`config.mk`:
```
export PLATFORM = sky130hd
export DESIGN_NAME = mesh_mix_sequencer
export DESIGN_NICKNAME = d
export VERILOG_FILES = /design/src/rtl/mesh_mix_sequencer.sv
export SDC_FILE = /design/constraint.sdc
export NUM_CORES = 1
export LEC_CHECK = 0
export CORE_ASPECT_RATIO = 2
export CORE_UTILIZATION = 40
export CTS_CLUSTER_DIAMETER = 40
export CTS_CLUSTER_SIZE = 30
export DETAILED_ROUTE_END_ITERATION = 6
export PLACE_DENSITY = 0.68
export SLEW_MARGIN = 20
export SYNTH_ARGS = -nofsm -noshare
export SYNTH_HDL_FRONTEND = slang
export SYNTH_SLANG_ARGS = --single-unit
```
`constraint.sdc`:
```
create_clock -name clk -period 3.2 [get_ports clk]
set_input_delay 0.64 -clock clk [delete_from_list [all_inputs] [get_ports clk]]
set_output_delay 0.64 -clock clk [all_outputs]
set_load 0.01 [all_outputs]
```
`src/rtl/mesh_mix_sequencer.sv`:
```
// mesh_mix_sequencer
//
// Sequences fluid injections into the two-input diffusion-mixer mesh.
// Requesters compete for the mesh through a round-robin arbiter. The winner
// then gets a fixed fill -> mix -> drain cycle on the inlet valve, the pump
// and the outlet valves. Only one injection is in flight at a time.
//
// Ports
//   clk           single clock, rising edge
//   rst           asynchronous active-high reset; closes all actuators at once
//   req           level request per mesh input, held until granted
//   abort         cancel the current injection (honoured in FILL or MIX)
//   grant         one-hot, one-cycle pulse naming the accepted requester
//   inlet_valve   one-hot open command for the granted inlet (FILL only)
//   pump_en       pump drive (FILL and DRAIN)
//   outlet_valve  all bits open together during DRAIN
//   busy          high in every state except IDLE
//   done          one-cycle completion pulse
//   done_id       index of the completed or aborted requester, valid with done
//   aborted       qualifies done: the cycle was ended by abort
//
// Every output is registered. The output registers are loaded from the
// next-state decode, so each actuator changes on the same edge as the
// state transition that calls for it.
module mesh_mix_sequencer #(
  parameter int N_INPUTS     = 2,
  parameter int CNT_W        = 8,
  parameter int FILL_CYCLES  = 16,
  parameter int MIX_CYCLES   = 64,
  parameter int DRAIN_CYCLES = 16,
  localparam int ID_W = $clog2(N_INPUTS)
) (
  input  logic                clk,
  input  logic                rst,
  input  logic [N_INPUTS-1:0] req,
  input  logic                abort,
  output logic [N_INPUTS-1:0] grant,
  output logic [N_INPUTS-1:0] inlet_valve,
  output logic                pump_en,
  output logic [N_INPUTS-1:0] outlet_valve,
  output logic                busy,
  output logic                done,
  output logic [ID_W-1:0]     done_id,
  output logic                aborted
);

  // Counters run from length-1 down to 0; the phase ends on the zero cycle.
  localparam logic [CNT_W-1:0] FILL_LOAD  = CNT_W'(FILL_CYCLES - 1);
  localparam logic [CNT_W-1:0] MIX_LOAD   = CNT_W'(MIX_CYCLES - 1);
  localparam logic [CNT_W-1:0] DRAIN_LOAD = CNT_W'(DRAIN_CYCLES - 1);
  localparam logic [ID_W-1:0]  LAST_ID    = ID_W'(N_INPUTS - 1);

  typedef enum logic [2:0] {
    ST_IDLE,
    ST_FILL,
    ST_MIX,
    ST_DRAIN,
    ST_DONE
  } state_t;

  state_t           state, state_n;
  logic [CNT_W-1:0] cnt, cnt_n;
  logic [ID_W-1:0]  ptr, ptr_n;
  logic [ID_W-1:0]  cur_id, cur_id_n;
  logic [ID_W-1:0]  sel_id;
  logic             aborted_n;

  function automatic logic [N_INPUTS-1:0] onehot(input logic [ID_W-1:0] idx);
    onehot      = '0;
    onehot[idx] = 1'b1;
  endfunction

  // Round-robin pick: the first set request at or after the pointer,
  // wrapping. Scanning from the farthest offset down lets the nearest
  // requester overwrite the others, so no found-flag is needed.
  always_comb begin
    sel_id = ptr;
    for (int k = N_INPUTS - 1; k >= 0; k--) begin
      if (req[ID_W'((int'(ptr) + k) % N_INPUTS)]) begin
        sel_id = ID_W'((int'(ptr) + k) % N_INPUTS);
      end
    end
  end

  always_comb begin
    state_n   = state;
    cnt_n     = cnt;
    ptr_n     = ptr;
    cur_id_n  = cur_id;
    aborted_n = aborted;
    unique case (state)
      ST_IDLE: begin
        if (|req) begin
          state_n  = ST_FILL;
          cnt_n    = FILL_LOAD;
          cur_id_n = sel_id;
          ptr_n    = (sel_id == LAST_ID) ? '0 : sel_id + 1'b1;
        end
      end
      ST_FILL: begin
        // Abort wins over the natural end of the phase: a full drain always runs.
        if (abort) begin
          state_n   = ST_DRAIN;
          cnt_n     = DRAIN_LOAD;
          aborted_n = 1'b1;
        end else if (cnt == '0) begin
          state_n = ST_MIX;
          cnt_n   = MIX_LOAD;
        end else begin
          cnt_n = cnt - 1'b1;
        end
      end
      ST_MIX: begin
        if (abort || cnt == '0) begin
          state_n   = ST_DRAIN;
          cnt_n     = DRAIN_LOAD;
          aborted_n = aborted | abort;
        end else begin
          cnt_n = cnt - 1'b1;
        end
      end
      ST_DRAIN: begin
        if (cnt == '0) begin
          state_n = ST_DONE;
        end else begin
          cnt_n = cnt - 1'b1;
        end
      end
      ST_DONE: begin
        state_n   = ST_IDLE;
        aborted_n = 1'b0;
      end
      default: begin
        state_n   = ST_IDLE;
        aborted_n = 1'b0;
      end
    endcase
  end

  always_ff @(posedge clk or posedge rst) begin
    if (rst) begin
      state        <= ST_IDLE;
      cnt          <= '0;
      ptr          <= '0;
      cur_id       <= '0;
      grant        <= '0;
      inlet_valve  <= '0;
      pump_en      <= 1'b0;
      outlet_valve <= '0;
      busy         <= 1'b0;
      done         <= 1'b0;
      done_id      <= '0;
      aborted      <= 1'b0;
    end else begin
      state        <= state_n;
      cnt          <= cnt_n;
      ptr          <= ptr_n;
      cur_id       <= cur_id_n;
      grant        <= (state == ST_IDLE && |req) ? onehot(sel_id) : '0;
      inlet_valve  <= (state_n == ST_FILL) ? onehot(cur_id_n) : '0;
      pump_en      <= (state_n == ST_FILL) || (state_n == ST_DRAIN);
      outlet_valve <= (state_n == ST_DRAIN) ? '1 : '0;
      busy         <= (state_n != ST_IDLE);
      done         <= (state_n == ST_DONE);
      aborted      <= aborted_n;
      if (state_n == ST_DONE) begin
        done_id <= cur_id_n;
      end
    end
  end

endmodule

```
==> flow_summary.json <==
{
  "n_fill_cell": 286,
  "final_area_um2": 1430,
  "vias": 1076,
  "syn_nets": 133,
  "regArea_um2": 576,
  "ctsHoldBuffers": 0,
  "status": "complete, no violations",
  "skew_ns": 0.00988,
  "dieArea_um2": 3290,
  "synth_top_cell_by_area": "dfrtp_1",
  "insertion_delay_ns": 0.27,
  "overflow": 0,
  "firstDrtPassIters": 4,
  "diodes": 0,
  "crit_path_end_kind": "flip-flop",
  "grt_first_pass_wirelength_um": 4520,
  "netlist_instances": 126,
  "cp_slowest_cell": "or3_1",
  "ys_seq_elements": 23,
  "cts.sinks": 23,
  "final_core_util_pct": 48.4,
  "r2r_slack_ns": 0.78,
  "cts-resized-gates": 0,
  "cts_max_level": 1,
  "period_needed_ns": 2.42,
  "max_stage_delay_ns": 0.55,
  "dpl-instance-area_um2": 1380,
  "max_slew_margin_pct": 41.4,
  "multi_input_comb_area_um2": 579,
  "path_buf_inv": 1,
  "cts_tree": "yes",
  "grt_setup_unrepaired": "no",
  "start_kind": "flip-flop",
  "place_ws_ns": 0.737,
  "ir_worst_vdd_v": 0.000301,
  "die_x_um": 41.1,
  "ys_warn_count": 0,
  "p_per_area_nw_per_um2": 799,
  "grt_antenna_before_repair": 0,
  "synth.area.top_cells": "dfrtp_1 47%, a21oi_1 3.7%, o21ai_0 3.7%",
  "io_buffers": 15,
  "wl_per_cell_um": 16.4,
  "synth-main-ff-cell": "dfrtp_1",
  "root_buffer": "clkbuf_8",
  "finalWirelength_um": 2760,
  "hp-class": "flip-flop to flip-flop",
  "synth-edff-count": 0,
  "drt-initial-drc-count": 39,
  "synth_top_area_share_pct": 47.1,
  "power.leakage_nw": 0.596,
  "tightestPinTransition_ns": 0.879,
  "start_util_pct": 41.5,
  "drc": 0,
  "period_share_pct": 75.5,
  "avgSynthCellArea_um2": 9.70,
  "drv_cap": 0,
  "worst_slack_ns": 0.784,
  "cts_inserted_buffers": 3,
  "crit_family": "simple AND/OR/NAND/NOR gates",
  "core_area_um2": 2940,
  "max_freq_ghz": 0.414,
  "drive_above_1_share_pct": 7.91,
  "place_hpwl_um": 2000,
  "ant_nets": 0,
  "finalSetupViolations": 0,
  "place_congestion": 0.841,
  "crit_required_ns": 3.36,
  "grt_max_degree": 24,
  "syn2layout_area_growth_pct": 16.6,
  "final_cell_mix": "23 x dfrtp_1, 15 x clkdlybuf4s50_1, 9 x nor2_1, 9 x a21oi_1, 9 x o21ai_0",
  "die_h_um": 80.2,
  "grt_pass1_vias": 1035,
  "layout_commonest_cell": "dfrtp_1",
  "slew_violations": 0,
  "clk_path_buf_depth": 2,
  "track_usage_pct": 20.0,
  "tns_ns": 0,
  "arrival_ns": 2.57,
  "nets": 147,
  "path_class": "flip-flop to flip-flop",
  "synth_area_um2": 1220,
  "crit_fanout": 9,
  "pin_count": 16,
  "ys_async_sr_fraction_pct": 100,
  "clk_pin_slew_worst_paths_ns": 0.08,
  "hold_violations": 0,
  "yosysSeqAreaShare_pct": 47.1,
  "num_rows": 28,
  "cp_cell_sequence": "inv_1 > ha_1 > or3b_2 > or3_1 > nor2_2 > mux2_2",
  "postCtsSetupRepairBufs": 0,
  "viasPerCell": 6.37,
  "synth.distinct_cells": 45
}
registers in the layout, summed over array words and instances, names as in the netlist:
| name | count |
|---|---|
| cnt | 8 |
| state | 3 |
| grant | 2 |
| inlet_valve | 2 |
| aborted | 1 |
| busy | 1 |
| cur_id | 1 |
| done | 1 |
| done_id | 1 |
| outlet_valve | 1 |
| ptr | 1 |
| pump_en | 1 |
routing by layer:
layer  up-vias  global-route usage [%]  share of wire (%)
met5         -                       0                  0
met4         0                    11.9                2.6
met3         8                    4.14                3.7
met2        35                    32.5                 55
met1       541                    22.0                 39
li1        492                       -                  -
logic make-up (layout without fill, tap and decap cells):
| group | Yosys count | in the layout | share of synthesized area [%] |
|---|---|---|---|
| flip-flops | 23 | 23 | 47.1 |
| XOR/XNOR | 3 | 3 | 2.15 |
| AO/OA/AOI/OAI | 37 | 37 | 20.4 |
| adder cells (fa/ha/maj) | 2 | 2 | 2.05 |
| buffers and inverters | 15 | 28 | 5.53 |
| AND/OR/NAND/NOR | 44 | 44 | 21.0 |
| multiplexers | 2 | 2 | 1.84 |
per-stage QoR:
stage | std cells | hold WS [ns] | total power [mW]
2_1_floorplan | 126 | 0.464 | 0.800
3_3_place_gp | 165 | 0.483 | 0.941
3_5_place_dp | 165 | 0.493 | 0.957
4_1_cts | 169 | 0.511 | 1.14
5_1_grt | 169 | 0.529 | 1.23
6_report | 169 | 0.506 | 1.14
final cells by class:
cell class / instances / share of cell area, %
clock buffers: 4 / 3.16
inverters: 8 / 2.11
multi-input cells: 88 / 40.6
flip-flops and latches: 23 / 40.4
well taps: 30 / 2.63
repair buffers: 16 / 11.1
worst register-to-register path: stages (launching register included):
cell and delay (ns):
dfrtp_1 0.41, inv_1 0.13, ha_1 0.21, or3b_2 0.47, or3_1 0.55, nor2_2 0.18, mux2_2 0.35
where the power goes:
| part | leakage, nW | switching, mW | internal [mW] |
|---|---|---|---|
| clock | 0.0228 | 0.0945 | 0.0892 |
| sequential | 0.273 | 0.122 | 0.384 |
| combinational | 0.300 | 0.224 | 0.224 |
worst paths after layout:
kind / start / end / cells after the start
setup / recovery: cnt[0]$_DFFE_PP0P_ / done_id$_DFFE_PP0N_ / 6
hold / removal: aborted$_DFFE_PP0P_ / aborted$_DFFE_PP0P_ / 2
setup reg to reg: cnt[0]$_DFFE_PP0P_ / done_id$_DFFE_PP0N_ / 6
hold reg to reg: aborted$_DFFE_PP0P_ / aborted$_DFFE_PP0P_ / 2
max in group asynchronous: rst / cnt[0]$_DFFE_PP0P_ / 2
min in group asynchronous: rst / outlet_valve[0]$_DFF_PP0_ / 2
Yosys cell counts, types with 3 or more instances:
cell type and instances:
a21oi_1 9, clkbuf_1 4, dfrtp_1 23, inv_1 7
nand2_1 5, nand3_1 3, nor2_1 9, nor3_1 7
o21ai_0 9, o311a_1 3, or3_1 3
Note: power is estimated with default switching activity, not from simulation.
